--- config.mk ---
export PLATFORM = sky130hd
export DESIGN_NAME = mult_div_unit
export DESIGN_NICKNAME = d
export VERILOG_FILES = /design/src/rtl/multdiv_pkg.sv /design/src/rtl/multdiv_negate.sv /design/src/rtl/mult_div_unit.sv
export SDC_FILE = /design/constraint.sdc
export NUM_CORES = 1
export LEC_CHECK = 0
export ABC_AREA = 0
export BUFFER_PORTS_ARGS = -buffer_cell sky130_fd_sc_hd__buf_2
export CORE_UTILIZATION = 55
export CTS_CLUSTER_DIAMETER = 80
export DETAILED_ROUTE_END_ITERATION = 10
export GPL_ROUTABILITY_DRIVEN = 0
export PLACE_DENSITY_LB_ADDON = 0.25
export SYNTH_ARGS = -nofsm -noshare
export SYNTH_HDL_FRONTEND = slang
export SYNTH_SLANG_ARGS = --single-unit
export TNS_END_PERCENT = 20
--- constraint.sdc ---
create_clock -name clk -period 3.5 [get_ports clk]
set_input_delay 0.7 -clock clk [delete_from_list [all_inputs] [get_ports clk]]
set_output_delay 0.7 -clock clk [all_outputs]
set_load 0.005 [all_outputs]
--- src/rtl/multdiv_pkg.sv ---
// Shared types and constants for the sequential multiply/divide unit.
package multdiv_pkg;

    localparam int DEF_WIDTH = 32;
    // Last iteration index of the one-bit-per-cycle loops.
    localparam int ITER_LAST = 31;

    localparam logic OP_MULT = 1'b0;
    localparam logic OP_DIV  = 1'b1;

    typedef enum logic [2:0] {
        IDLE = 3'd0,
        MULT = 3'd1,
        DIV  = 3'd2,
        FIX  = 3'd3,
        DONE = 3'd4
    } state_t;

endpackage

--- src/rtl/multdiv_negate.sv ---
// Conditional two's-complement: used to take operand magnitudes and to
// restore the sign of the product, quotient and remainder.
module multdiv_negate #(
    parameter int W = 64
) (
    input  logic [W-1:0] din,
    input  logic         neg,
    output logic [W-1:0] dout
);

    assign dout = neg ? (~din + W'(1)) : din;

endmodule

--- src/rtl/mult_div_unit.sv ---
// Sequential signed multiply/divide unit producing HI/LO for mfhi/mflo.
// Magnitudes are processed unsigned (shift-add multiply, restoring divide),
// one bit per cycle, and the sign is restored in the FIX state.
// Optional macro MULTDIV_ZERO_SKIP_EN: a mult with a zero operand bypasses
// the iteration loop and completes after one edge with hi=lo=0.
module mult_div_unit
    import multdiv_pkg::*;
#(
    parameter int WIDTH = DEF_WIDTH
) (
    input  logic             clk,
    input  logic             reset_n,
    input  logic             start,
    input  logic             op,
    input  logic [WIDTH-1:0] srcA,
    input  logic [WIDTH-1:0] srcB,
    output logic             busy,
    output logic             done,
    output logic             div_zero,
    output logic [WIDTH-1:0] hi,
    output logic [WIDTH-1:0] lo
);

    localparam int CW = $clog2(WIDTH);

    state_t               state, nxt;
    logic [CW-1:0]        cnt;
    logic [2*WIDTH-1:0]   acc;      // mult: {partial product, multiplier}; div: {remainder, quotient}
    logic [WIDTH-1:0]     opnd;     // multiplicand or divisor magnitude
    logic                 op_q;
    logic                 neg_q;    // negate product / quotient
    logic                 neg_r;    // negate remainder
    logic                 zskip;    // bypass the loop (div by zero, or zero mult when enabled)
    logic                 zero_op;

    logic [WIDTH-1:0]     abs_a, abs_b;
    logic [WIDTH:0]       psum, trial;
    logic [2*WIDTH-1:0]   prod_fix;
    logic [WIDTH-1:0]     quot_fix, rem_fix;

    multdiv_negate #(.W(WIDTH)) u_abs_a (.din(srcA), .neg(srcA[WIDTH-1]), .dout(abs_a));
    multdiv_negate #(.W(WIDTH)) u_abs_b (.din(srcB), .neg(srcB[WIDTH-1]), .dout(abs_b));

    multdiv_negate #(.W(2*WIDTH)) u_fix_p (.din(acc), .neg(neg_q), .dout(prod_fix));
    multdiv_negate #(.W(WIDTH)) u_fix_q (.din(acc[WIDTH-1:0]), .neg(neg_q), .dout(quot_fix));
    multdiv_negate #(.W(WIDTH)) u_fix_r (.din(acc[2*WIDTH-1:WIDTH]), .neg(neg_r), .dout(rem_fix));

    // Shift-add step keeps the carry out of the upper half.
    assign psum  = {1'b0, acc[2*WIDTH-1:WIDTH]} + {1'b0, (acc[0] ? opnd : '0)};
    // Restoring-divide trial subtract; bit WIDTH is the borrow.
    assign trial = acc[2*WIDTH-1:WIDTH-1] - {1'b0, opnd};

`ifdef MULTDIV_ZERO_SKIP_EN
    assign zero_op = (op == OP_DIV) ? (srcB == '0) : ((srcA == '0) || (srcB == '0));
`else
    assign zero_op = (op == OP_DIV) && (srcB == '0);
`endif

    assign busy = (state != IDLE);
    assign done = (state == DONE);

    // State register.
    always_ff @(posedge clk or negedge reset_n) begin
        if (!reset_n) state <= IDLE;
        else          state <= nxt;
    end

    // Next-state logic.
    always_comb begin
        nxt = state;
        unique case (state)
            IDLE: if (start) nxt = (op == OP_DIV) ? DIV : MULT;
            MULT,
            DIV: begin
                if (zskip)                    nxt = DONE;
                else if (cnt == CW'(ITER_LAST)) nxt = FIX;
            end
            FIX:  nxt = DONE;
            DONE: nxt = IDLE;
            default: nxt = IDLE;
        endcase
    end

    // Operand capture, iteration datapath and result write-back.
    always_ff @(posedge clk or negedge reset_n) begin
        if (!reset_n) begin
            cnt      <= '0;
            acc      <= '0;
            opnd     <= '0;
            op_q     <= 1'b0;
            neg_q    <= 1'b0;
            neg_r    <= 1'b0;
            zskip    <= 1'b0;
            div_zero <= 1'b0;
            hi       <= '0;
            lo       <= '0;
        end else begin
            unique case (state)
                IDLE: if (start) begin
                    opnd     <= (op == OP_DIV) ? abs_b : abs_a;
                    acc      <= {{WIDTH{1'b0}}, ((op == OP_DIV) ? abs_a : abs_b)};
                    op_q     <= op;
                    neg_q    <= srcA[WIDTH-1] ^ srcB[WIDTH-1];
                    neg_r    <= (op == OP_DIV) ? srcA[WIDTH-1] : (srcA[WIDTH-1] ^ srcB[WIDTH-1]);
                    zskip    <= zero_op;
                    cnt      <= '0;
                    div_zero <= 1'b0;
                end
                MULT: begin
                    if (zskip) begin
                        hi <= '0;
                        lo <= '0;
                    end else begin
                        acc <= {psum, acc[WIDTH-1:1]};
                        cnt <= cnt + CW'(1);
                    end
                end
                DIV: begin
                    if (zskip) begin
                        div_zero <= 1'b1;
                    end else begin
                        acc <= trial[WIDTH] ? {acc[2*WIDTH-2:0], 1'b0}
                                            : {trial[WIDTH-1:0], acc[WIDTH-2:0], 1'b1};
                        cnt <= cnt + CW'(1);
                    end
                end
                FIX: begin
                    if (op_q == OP_DIV) begin
                        hi <= rem_fix;
                        lo <= quot_fix;
                    end else begin
                        hi <= prod_fix[2*WIDTH-1:WIDTH];
                        lo <= prod_fix[WIDTH-1:0];
                    end
                end
                default: ;
            endcase
        end
    end

endmodule

==> qor.txt <==
Status: finished, violations left
Failing checks: DRC
Worst path arrival time: 3.76 ns
Post-synthesis cell area: 0.0140 mm2
Crit path max-delay cell type: dfrtp_1
Crit share post-route: 98.4%
Initial DRC Count: 1727
Period minus WS final: 3.44 ns
Kind of critical path: reg -> reg
CP Data Required Time: 3.81 ns
Main synth FF type: dfrtp_1
Sw Ratio: 49.1%
Yosys warns: 0
Worst setup SP type: flop
Hold buffer count at CTS: 0
Final WL: 44100 um
Multiplexer share of the synthesized area: 1.62%
Synth Area in Compound Gates: 26.3%
Crit-path max FO: 6
Top post-synthesis cells by area: dfrtp_1 (31%), o21ai_0 (8.2%), nand2_1 (6.9%)
DRT Pass-1 Iters: 10
CP Cell Sequence: inv_1 -> ha_2 -> fa_2 -> nand2b_4 -> a21oi_4 -> o31ai_2 -> o31ai_2 -> buf_4 -> a2111oi_2 -> or2_2 -> o211ai_1 -> buf_4 -> mux2_2 -> a22oi_1 -> o21ai_1
Worst Hold Class: in -> async
Async SR Flop Fraction: 100%
Clk pwr share: 12.8%
Setup TNS: 0 ns
Die Ht: 162 um
CP Capture Type: flop
Worst slew pin tran: 0.988 ns
Reg clk slew, reported paths: 0.08 ns
Die area: 0.0261 mm2
Slew Limit Fails: 0
Post-Place Cells: 2297
Number of synthesized register bits: 173
Post-synthesis xor/xnor area fraction: 10.8%
Pwr dens: 963 mW/mm2
Fmax: 290 MHz
CTS sink cnt: 173
Ports: 135
Synth top cells by count: nand2_1 (259), o21ai_0 (229), dfrtp_1 (173)
Largest net degree at the start of global routing: 103
Die X: 162 um
FP Rows: 58
Clk buf depth: 2
Dpl hpwl: 33400 um
Leak: 7.59 nW
Logic pwr share: 64.4%
Vias per cell: 6.23
Most numerous cell in the Yosys netlist: nand2_1
WL/cell: 18.9 um
Global route overflow: 0
Max-slew headroom: 34.0%
Syn Inst Count: 1796
H-Tree Depth: 4
Vias in the first global route: 13.4k
Via Count: 14.5k
Final hold violations: 0
Layout Utilization: 66.1%
EDFF count, synth: 0
Core area: 0.0251 mm2
Clk root buf: clkbuf_16
GRT Overall Usage: 34.0%
# nets final: 2128
# DRC: 1
Initial antenna violation count: 0
Synth Area in Simple Gates: 19.3%
First-pass GRT wire length: 69700 um
Post-synthesis adder-cell area fraction: 6.54%
CTS buffer count: 17
Flop pwr share: 22.9%
Effective utilization at floorplan: 55.8%
Clock Skew: 0.0159 ns
Psw: 7.85 mW
Post-synth cell types: 67
R2R setup slack: 0.06 ns
Mapped Nets: 1936
Diode count: 0
Cell Int Power: 8.12 mW
Mean Syn Cell Area: 7.80 um2
Final std cells w/o fill: 2331
TritonCTS clock tree: done
VDD IR max: 0.000612 V
Final setup viols: 0
Worst skew pair latency: 0.45 ns
Seq/Total Area, Yosys: 30.9%
Area leader, netlist: dfrtp_1
Routed Antenna Nets: 0
Fraction of final layout cells sized beyond drive strength 1: 17.5%
Main combinational cell family by area after synthesis: compound AO/OA/AOI/OAI gates
Total of max-cap violations: 0
CP peak stage delay: 0.35 ns
PortBufs: 134
Top cell type's share of synthesized area: 30.9%
Area growth from synthesis to layout: 18.5%
## metal layers
metal | track usage, % | up-vias | wire (um)
met2 | 52.1 | 702 | 19400
li1 | - | 6857 | -
met1 | 46.9 | 6831 | 18400
met5 | 0 | - | 0
met3 | 4.85 | 143 | 4190
met4 | 16.5 | 0 | 2080
## cell type report
class	instances	area, um2
multi-input cells	1456	9170
fillers	2150	8520
flip-flops and latches	173	4330
repair buffers	277	1810
clock buffers	17	425
well taps	330	413
inverters	63	236
clock inverters	15	208
## worst max-delay path: cells and delay by family (launching register included)
| kind | cells | cell delay, ns |
|---|---|---|
| AOI/OAI and AO/OA | 7 | 1.13 |
| adders and majority gates | 2 | 0.55 |
| buffers and inverters | 3 | 0.46 |
| DFF | 1 | 0.35 |
| muxes | 1 | 0.35 |
| and+or+nand+nor | 2 | 0.47 |
## stage by stage
stage / worst slack (ns) / hold WS, ns / cell area, um2 / power, mW
floorplan: 0.00977 / 0.404 / 14000 / 10.2
global placement: -0.0749 / 0.457 / 15800 / 13.3
detailed placement: -0.117 / 0.465 / 15800 / 13.5
CTS: 0.0343 / 0.284 / 16500 / 15.6
global route: -0.0601 / 0.326 / 16600 / 17.1
finish: 0.0554 / 0.252 / 16600 / 16.0
## layout by cell type, fill, tap and decap left out, types with 7 or more instances in the layout
cell,instances
o41ai_1,12
clkbuf_16,17
buf_2,133
or3_1,20
ha_1,69
and2_1,7
mux2i_1,17
o21ai_0,224
nor2_1,152
o21a_1,12
nand3b_1,7
dfrtp_1,173
a21oi_1,110
o211ai_1,25
a21o_1,30
a222oi_1,26
or4_1,15
buf_4,137
xnor2_1,82
or2_2,7
nor2b_1,9
o221ai_1,12
a211oi_1,8
nor4_1,13
inv_1,62
o21ai_1,8
xor2_1,90
a31oi_1,29
nand2b_1,22
nand3_1,13
nand2_1,259
a22oi_1,15
nor3_1,36
o31ai_1,32
nand4_1,13
## worst paths after layout
path                         start      end  cells past startpoint
setup / recovery           acc[31]  acc[61]                     15
hold / removal             reset_n   hi[21]                      1
setup reg to reg           acc[31]  acc[61]                     15
hold reg to reg             hi[31]   hi[31]                      2
max in group asynchronous  reset_n   acc[6]                      2
min in group clk            hi[31]   hi[31]                      2
## cells by family after synthesis
| kind of cell | after synthesis |
|---|---|
| multiplexers | 22 |
| AND/OR/NAND/NOR | 598 |
| buffers and inverters | 167 |
| adder cells (fa/ha/maj) | 72 |
| XOR/XNOR | 172 |
| flip-flops | 173 |
| AO/OA/AOI/OAI | 592 |
## power by group through the flow
stage / Clock [mW] / Combinational, mW / Sequential [mW]
finish: 2.04 / 10.3 / 3.65
global route: 2.13 / 11.2 / 3.76
CTS: 2.06 / 9.92 / 3.62
detailed placement: 0 / 9.85 / 3.66
global placement: 0 / 9.63 / 3.63
floorplan: 0 / 6.70 / 3.51
## sequential cells by signal, summed over array words and instances (netlist names)
| signal | flops |
|---|---|
| opnd | 32 |
| lo | 32 |
| op_q | 1 |
| div_zero | 1 |
| zskip | 1 |
| neg_q | 1 |
| acc | 64 |
| cnt | 5 |
| hi | 32 |
| state | 3 |
| neg_r | 1 |
## repair_timing
action                     in CTS  in global routing
cloned                          0                  0
pin swaps                       0                  4
resized for setup               2                 27
setup buffers                   0                  2
setup endpoints to repair       6                 39
Power figures use the tool's default switching activity.
